## config.mk

```make
export PLATFORM = sky130hd
export DESIGN_NAME = emu_ram_ckpt_ctrl_flat
export DESIGN_NICKNAME = d
export VERILOG_FILES = /design/src/rtl/emu_ram_ckpt_ctrl_if.sv /design/src/rtl/emu_ram_ckpt_ctrl.sv /design/src/flat_wrapper.sv
export SDC_FILE = /design/constraint.sdc
export NUM_CORES = 1
export LEC_CHECK = 0
export BUFFER_PORTS_ARGS = -buffer_cell sky130_fd_sc_hd__buf_2
export CORE_AREA = 5 5 103 105
export DETAILED_ROUTE_END_ITERATION = 16
export DIE_AREA = 0 0 108 110
export GPL_TIMING_DRIVEN = 0
export PLACE_DENSITY = 0.59
export SKIP_CTS_REPAIR_TIMING = 1
export SYNTH_ARGS = -nofsm -noshare
export SYNTH_HDL_FRONTEND = slang
export SYNTH_SLANG_ARGS = --single-unit
export TNS_END_PERCENT = 50
```

## constraint.sdc

```tcl
create_clock -name clk -period 2.8 [get_ports clk]
set_clock_uncertainty 0.05 [all_clocks]
set_input_delay 0.14 -clock clk [delete_from_list [all_inputs] [get_ports clk]]
set_output_delay 0.14 -clock clk [all_outputs]
set_load 0.01 [all_outputs]
```

## src/rtl/emu_ram_ckpt_ctrl_if.sv

```systemverilog
// Checkpoint controller bundle: start requests, RAM scan-chain pins and the
// dump/restore word streams between the controller and its environment.
interface emu_ram_ckpt_ctrl_if #(
  parameter int WORD_WIDTH = 64
);
  logic                  start_dump;
  logic                  start_restore;
  logic                  halt;
  logic                  ram_scan;
  logic                  ram_dir;
  logic [WORD_WIDTH-1:0] ram_sdi;
  logic [WORD_WIDTH-1:0] ram_sdo;
  logic                  out_valid;
  logic [WORD_WIDTH-1:0] out_data;
  logic                  in_valid;
  logic [WORD_WIDTH-1:0] in_data;
  logic                  in_ready;
  logic                  busy;
  logic                  done;
  logic                  underrun;

  // Handshakes: a dump word moves on every out_valid cycle (no backpressure);
  // a restore word moves when in_valid && in_ready. in_ready is high on every
  // restore shift cycle and never waits for in_valid: a missing word is
  // shifted as zero and flagged on underrun.
  modport master (
    input  start_dump, start_restore, ram_sdo, in_valid, in_data,
    output halt, ram_scan, ram_dir, ram_sdi, out_valid, out_data,
    output in_ready, busy, done, underrun
  );

  modport slave (
    output start_dump, start_restore, ram_sdo, in_valid, in_data,
    input  halt, ram_scan, ram_dir, ram_sdi, out_valid, out_data,
    input  in_ready, busy, done, underrun
  );
endinterface

```

## src/rtl/emu_ram_ckpt_ctrl.sv

```systemverilog
// Emulator RAM checkpoint controller: halts the design, scans the RAM chain
// out (dump) or in (restore) one word per cycle, then resumes.
module emu_ram_ckpt_ctrl #(
  parameter int WORD_WIDTH   = 64,
  parameter int CHAIN_WORDS  = 16,
  parameter int SCAN_LATENCY = 2
) (
  input  logic                  clk,
  input  logic                  rst,
  emu_ram_ckpt_ctrl_if.master   bus,
  output logic [2:0]            o_dbg_state
);

  localparam int CW = $clog2(CHAIN_WORDS + 1);
  localparam int LW = (SCAN_LATENCY > 1) ? $clog2(SCAN_LATENCY) : 1;
  localparam logic [CW-1:0] LAST_WORD = CW'(CHAIN_WORDS - 1);
  localparam logic [LW-1:0] LAST_LAT  = LW'((SCAN_LATENCY > 0) ? (SCAN_LATENCY - 1) : 0);

  typedef enum logic [2:0] {
    S_IDLE   = 3'd0,
    S_HALT   = 3'd1,
    S_PRE    = 3'd2,
    S_SHIFT  = 3'd3,
    S_POST   = 3'd4,
    S_UNSCAN = 3'd5,
    S_RESUME = 3'd6
  } state_t;

  state_t        r_state;
  state_t        w_next;
  logic          r_dir;
  logic          r_underrun;
  logic [CW-1:0] r_word;
  logic [LW-1:0] r_lat;
  logic          w_accept;
  logic          w_shift;

  assign w_accept = (r_state == S_IDLE) && (bus.start_dump || bus.start_restore);
  assign w_shift  = (r_state == S_SHIFT);

  always_comb begin
    w_next = r_state;
    case (r_state)
      S_IDLE:   if (w_accept) w_next = S_HALT;
      S_HALT: begin
        // Restore needs no read latency; a zero-latency dump also skips PRE.
        if (r_dir || (SCAN_LATENCY == 0)) w_next = S_SHIFT;
        else                              w_next = S_PRE;
      end
      S_PRE:    if (r_lat == LAST_LAT) w_next = S_SHIFT;
      S_SHIFT:  if (r_word == LAST_WORD) w_next = r_dir ? S_POST : S_UNSCAN;
      S_POST:   w_next = S_UNSCAN;
      S_UNSCAN: w_next = S_RESUME;
      S_RESUME: w_next = S_IDLE;
      default:  w_next = S_IDLE;
    endcase
  end

  always_ff @(posedge clk) begin
    if (rst) begin
      r_state    <= S_IDLE;
      r_dir      <= 1'b0;
      r_underrun <= 1'b0;
      r_word     <= '0;
      r_lat      <= '0;
    end else begin
      r_state <= w_next;
      if (w_accept) begin
        // Dump wins a simultaneous request.
        r_dir      <= ~bus.start_dump;
        r_underrun <= 1'b0;
      end else if (w_shift && r_dir && !bus.in_valid) begin
        r_underrun <= 1'b1;
      end
      r_word <= (w_shift && (r_word != LAST_WORD)) ? r_word + 1'b1 : '0;
      r_lat  <= ((r_state == S_PRE) && (r_lat != LAST_LAT)) ? r_lat + 1'b1 : '0;
    end
  end

  always_comb begin
    bus.halt      = (r_state != S_IDLE);
    bus.busy      = (r_state != S_IDLE);
    bus.ram_scan  = (r_state == S_PRE) || w_shift || (r_state == S_POST);
    bus.ram_dir   = r_dir && (r_state != S_IDLE);
    bus.out_valid = w_shift && !r_dir;
    bus.out_data  = '0;
    if (w_shift && !r_dir) bus.out_data = bus.ram_sdo;
    bus.in_ready  = w_shift && r_dir;
    bus.ram_sdi   = '0;
    if (w_shift && r_dir && bus.in_valid) bus.ram_sdi = bus.in_data;
    bus.done      = (r_state == S_RESUME);
    bus.underrun  = r_underrun;
  end

  assign o_dbg_state = r_state;

endmodule

```

## src/flat_wrapper.sv

```systemverilog
// flat-port wrapper written by rule: the top's interface ports become plain ports
module emu_ram_ckpt_ctrl_flat 
#(
  parameter int WORD_WIDTH   = 64,
  parameter int CHAIN_WORDS  = 16,
  parameter int SCAN_LATENCY = 2
)
  (clk, rst, o_dbg_state, bus_start_dump, bus_start_restore, bus_ram_sdo, bus_in_valid, bus_in_data, bus_halt, bus_ram_scan, bus_ram_dir, bus_ram_sdi, bus_out_valid, bus_out_data, bus_in_ready, bus_busy, bus_done, bus_underrun);
  emu_ram_ckpt_ctrl_if #(.WORD_WIDTH(WORD_WIDTH)) bus_i ();
  input  logic clk;
  input  logic rst;
  output logic [2:0] o_dbg_state;
  input wire logic [$bits(bus_i.start_dump)-1:0] bus_start_dump;
  input wire logic [$bits(bus_i.start_restore)-1:0] bus_start_restore;
  input wire logic [$bits(bus_i.ram_sdo)-1:0] bus_ram_sdo;
  input wire logic [$bits(bus_i.in_valid)-1:0] bus_in_valid;
  input wire logic [$bits(bus_i.in_data)-1:0] bus_in_data;
  output wire logic [$bits(bus_i.halt)-1:0] bus_halt;
  output wire logic [$bits(bus_i.ram_scan)-1:0] bus_ram_scan;
  output wire logic [$bits(bus_i.ram_dir)-1:0] bus_ram_dir;
  output wire logic [$bits(bus_i.ram_sdi)-1:0] bus_ram_sdi;
  output wire logic [$bits(bus_i.out_valid)-1:0] bus_out_valid;
  output wire logic [$bits(bus_i.out_data)-1:0] bus_out_data;
  output wire logic [$bits(bus_i.in_ready)-1:0] bus_in_ready;
  output wire logic [$bits(bus_i.busy)-1:0] bus_busy;
  output wire logic [$bits(bus_i.done)-1:0] bus_done;
  output wire logic [$bits(bus_i.underrun)-1:0] bus_underrun;
  assign bus_i.start_dump = bus_start_dump;
  assign bus_i.start_restore = bus_start_restore;
  assign bus_i.ram_sdo = bus_ram_sdo;
  assign bus_i.in_valid = bus_in_valid;
  assign bus_i.in_data = bus_in_data;
  assign bus_halt = bus_i.halt;
  assign bus_ram_scan = bus_i.ram_scan;
  assign bus_ram_dir = bus_i.ram_dir;
  assign bus_ram_sdi = bus_i.ram_sdi;
  assign bus_out_valid = bus_i.out_valid;
  assign bus_out_data = bus_i.out_data;
  assign bus_in_ready = bus_i.in_ready;
  assign bus_busy = bus_i.busy;
  assign bus_done = bus_i.done;
  assign bus_underrun = bus_i.underrun;
  emu_ram_ckpt_ctrl #(.WORD_WIDTH(WORD_WIDTH), .CHAIN_WORDS(CHAIN_WORDS), .SCAN_LATENCY(SCAN_LATENCY)) u_core (.clk(clk), .rst(rst), .bus(bus_i), .o_dbg_state(o_dbg_state));
endmodule
```

# Yosys cells after proc, flatten, opt, wreduce, memory -nomap -nowiden
# Index checks and enable logic that the tools add are counted.
[word_totals] ff_bits=11 input_bits=133 output_inout_bits=139 word_cells=49
[classes] add_sub_neg=2 n_eq_ne=11 mux=8 n_bitwise=4 reduce_logical=19
[op_table] operator="$mux W64" n=2
[op_table] operator="$pmux W3 S6" n=1
[op_table] operator="$eq A3 B3 Y1 const B" n=3
[op_table] operator="$mux W3" n=3
[op_table] operator="$logic_and A1 B1 Y1" n=8
[op_table] operator="$eq A3 B2 Y1 const B" n=2
[op_table] operator="$reduce_or A2 Y1" n=3
[op_table] operator="$add A5 B1 Y5 const B" n=1
[op_table] operator="$eq A5 B4 Y1 const B" n=1
[op_table] operator="$ne A5 B4 Y1 const B" n=1
[op_table] operator="$ne A2 B1 Y1 const B" n=2
[op_table] operator="$not A1 Y1" n=4
[op_table] operator="$eq A3 B1 Y1 const B" n=1
[op_table] operator="$logic_not A3 Y1" n=1
[op_table] operator="$logic_or A1 B1 Y1" n=3
[op_table] operator="$reduce_and A3 Y1" n=1
[op_table] operator="$reduce_bool A3 Y1" n=1
[op_table] operator="$logic_not A1 Y1" n=2
[op_table] operator="$mux W1" n=2
[op_table] operator="$ne A2 B2 Y1 const B" n=1
[op_table] operator="$add A1 B1 Y1 const B" n=1

# Longest topological paths before layout
[logic_depth] word_depth=4 mapped_depth=6 mapped_depth_nobuf=6

# Worst setup path before layout
# OpenSTA, ideal clock, no wires.
[synth_timing] path_type="register to register" start="register u_core.r_word[0]" end="register u_core.r_word[2]" setup_ns=0.065 arrival_ns=1.396 t_required_ns=2.685 slack_ns=1.290 path_stages_with_launch=6 n_path_buf=0 synth_period_minus_slack_ns=1.510 path_cell_list="dfxtp_1 > ha_1 > and3_1 > ha_1 > or3_1 > nor2_1"
[synth_between] elab_chain_len=4 word_cells_on_any_way=5 cone_classes="add/sub (1); eq/ne (1); bitwise (1); reduce/logical (2)"
[synth_lines] item="from (decl)" line_no="emu_ram_ckpt_ctrl.sv:33" rtl="logic [CW-1:0] r_word;"
[synth_lines] item="from (signal assigned)" line_no="emu_ram_ckpt_ctrl.sv:75" rtl="r_word <= (w_shift && (r_word != LAST_WORD)) ? r_word + 1'b1 : '0;"
[synth_lines] item="parallel branches: the longest is 4 deep, another holds $add A5 B1 Y5"
# Several ways; the timed one is not identified.
# A chain may end at the register's enable or synchronous reset.

# Worst setup path after layout
[layout_timing] start="register u_core.r_state[0] (netlist: u_core.o_dbg_state[0])" end="output bus_out_data[37]"
[layout_between] elab_chain_len=3
[layout_lines] item="from (decl)" line_no="emu_ram_ckpt_ctrl.sv:29" rtl="state_t r_state;"
[layout_lines] item="from (signal assigned)" line_no="emu_ram_ckpt_ctrl.sv:67" rtl="r_state <= w_next;"
[layout_lines] item="$eq A3 B2 Y1" line_no="emu_ram_ckpt_ctrl.sv:39" rtl="assign w_shift = (r_state == S_SHIFT);"
[layout_lines] item="$logic_and A1 B1 Y1" line_no="emu_ram_ckpt_ctrl.sv:87" rtl="if (w_shift && !r_dir) bus.out_data = bus.ram_sdo;"
[layout_lines] item="$mux W64" line_no="emu_ram_ckpt_ctrl.sv:87"
[layout_lines] item="to (decl)" line_no="flat_wrapper.sv:23" rtl="output wire logic [$bits(bus_i.out_data)-1:0] bus_out_data;"
# Every way passes these cells.

==> impl_metrics.ini <==
[status]
run_status = complete, no violations

[synthesis]
synth.area.top_cells = and2_1 (56%), dfxtp_1 (15%), buf_6 (5.5%)
yosys_most_used_dff = dfxtp_1
synthArstFlopShare_pct = 0
avgSynthCellArea_um2 = 7.019
ys_seq_area_share_pct = 15.30
synth_cells = 205
synth_largest_area_cell = and2_1
synthesis.nets = 340
synth_edf_count = 0
synth_seq_cells = 11
syn-cell-area_um2 = 1439
yosysWarnings = 0
yosysUniqueCellTypes = 30
synth_top_area_share_pct = 56.09

[routing]
wl_mm = 8.898
drt-vias-per-instance = 3.698
drt_first_pass_iters = 4
drt-wirelength-per-cell_um = 14.52
ant_nets = 0
vias = 2267
drcViolationCount = 0
dr.first_iter.drc_count = 112

[critical_path]
critPathMaxStageDelay_ps = 320
reg2reg_depth = 5
worstSetupStartpoint = u_core.o_dbg_state[0]$_SDFFE_PP0P_
r2r_start = u_core.r_word[0]$_SDFF_PP0_
crit_arrival_ps = 1850
r2r-end = u_core.r_word[2]$_SDFF_PP0_
path_class = reg -> out
worst_ep_required_time_ps = 2610
crit_end = bus_out_data[37]
worstPathMaxFanout = 10
crit_path_start_kind = flop
critPathCaptureType = output port
crit_chain = buf_2, nand3b_1, nor2_1, clkbuf_2, clkbuf_2, and2_1, buf_2
r2r_slack_ps = 1180
crit_path_top_delay_cell = dfxtp_1

[layout]
n_antenna_cell = 0
final_cell_mix = buf_2 (272), and2_1 (129), nor2_1 (11), dfxtp_1 (11), buf_6 (7)
drive_gt1_share_pct = 60.83
syn2layout_area_growth_pct = 109.0
postLayoutCoreUtil_pct = 31.49
final_common_cell = buf_2
nNetsFinal = 616

[global_route]
grt_max_degree = 11
grt_pass1_wl_mm = 11.55
grt_pass1_vias = 2104
gr-total-overflow = 0
antenna_found_initial = 1
grt_usage_pct = 12.37

[clock_network]
numCtsBuffers = 3
worstSkewPairLatency_ps = 240
clk_pin_slew_worst_paths_ps = 50
cts_tree = yes
root_buffer = clkbuf_8
clock-sinks = 11
cts_max_level = 1
clk_path_buf_depth = 2

[min_path]
hp-class = in -> reg

[floorplanning]
start_util_pct = 15.07
ioPinCount = 272
die_area_um2 = 11880
num_rows = 36
die_y_um = 110
die_width_um = 108
coreArea_um2 = 9549

[sta]
finalSetupViolations = 0
relSlewSlack_pct = 74.27
worst_pin_slew_ps = 385.9
fmax_mhz = 490.6
fin_crit_sh_pct = 72.80
finalHoldViolCount = 0
drv_slew = 0
grt_setup_unrepaired = no
fin_tns_setup_ps = 0
post-route-min-period_ps = 2038

[power_and_ir_drop]
p_per_area_nw_per_um2 = 207.1
p_leak_uw = 0.001984
power_uw = 622.7
vdd_drop_max_mv = 0.2427

[job]
drv_cap = 0

[place]
dpl.hpwl_mm = 8.116
portBuffers = 271
gp_congestion = 0.7694
-- critical path, delay by kind of cell (launching register included) --
kind                   cells  cell delay (ps)
buffers and inverters      4              810
flip-flops                 1              320
AND/OR/NAND/NOR            3              470
-- worst min path at each step --
stage          cells after the start                            endpoint  slack [ps]           start
3_3_place_gp                       2           u_core.r_dir$_SDFFE_PP0P_         310  bus_start_dump
4_1_cts                            2           u_core.r_dir$_SDFFE_PP0P_          50  bus_start_dump
2_1_floorplan                      1  u_core.o_dbg_state[2]$_SDFFE_PP0P_         160             rst
6_report                           2           u_core.r_dir$_SDFFE_PP0P_          70  bus_start_dump
5_1_grt                            2           u_core.r_dir$_SDFFE_PP0P_          80  bus_start_dump
3_5_place_dp                       2           u_core.r_dir$_SDFFE_PP0P_         310  bus_start_dump
-- layout make-up --
type,instances,area (um^2)
sequential,11,220.2
buffer,18,136.4
timing repair buffer,271,1356
multi-input combinational,171,1064
tap,133,166.4
clock buffer,4,45.04
fill,1058,6543
inverter,5,18.77
-- metrics by stage --
| stage | area (um^2) | hold slack [ps] | setup slack [ps] | cells |
|---|---|---|---|---|
| 3_5_place_dp | 2962 | 310.5 | 999.5 | 609 |
| 4_1_cts | 3007 | 52.86 | 726.5 | 613 |
| 6_report | 3007 | 65.57 | 761.7 | 613 |
| 2_1_floorplan | 1439 | 159.1 | 1290 | 205 |
| 3_3_place_gp | 2962 | 314.4 | 1049 | 609 |
| 5_1_grt | 3007 | 77.67 | 559.5 | 613 |
-- per-layer routing --
metal	track usage, %	share of wire [%]	up-vias
met1	15.32	38	960
met4	0.9919	0.15	2
li1	-	-	1173
met5	0	0.15	-
met3	5.067	12	4
met2	21.05	50	128
-- synthesized netlist by cell type (3+ instances only) --
cell / n
and2_1: 129
dfxtp_1: 11
nor2_1: 11
buf_6: 7
clkbuf_2: 6
inv_1: 5
and3_1: 4
a21oi_1: 3
-- cells by family after synthesis --
family,share of synthesized area [%]
and+or+nand+nor,66.78
muxes,0.7826
xor gates and xnor gates,1.218
adders and majority gates,1.739
DFF,15.30
buffers and inverters,10.78
AOI/OAI and AO/OA,3.391
-- power by group --
part	leakage [uW]	switching [uW]	total, uW	internal, uW
combinational	0.00187	139	290	151
sequential	0.0000895	6.79	172	165
clock	0.0000228	60.8	161	100
total	0.00198	207	623	416
-- flip-flops by register name, indices dropped and copies added (netlist names) --
register and count:
u_core.bus.underrun 1, u_core.r_dir 1, u_core.o_dbg_state 3, u_core.r_word 5, u_core.r_lat 1
No activity file was read; power rests on OpenSTA's default activity.
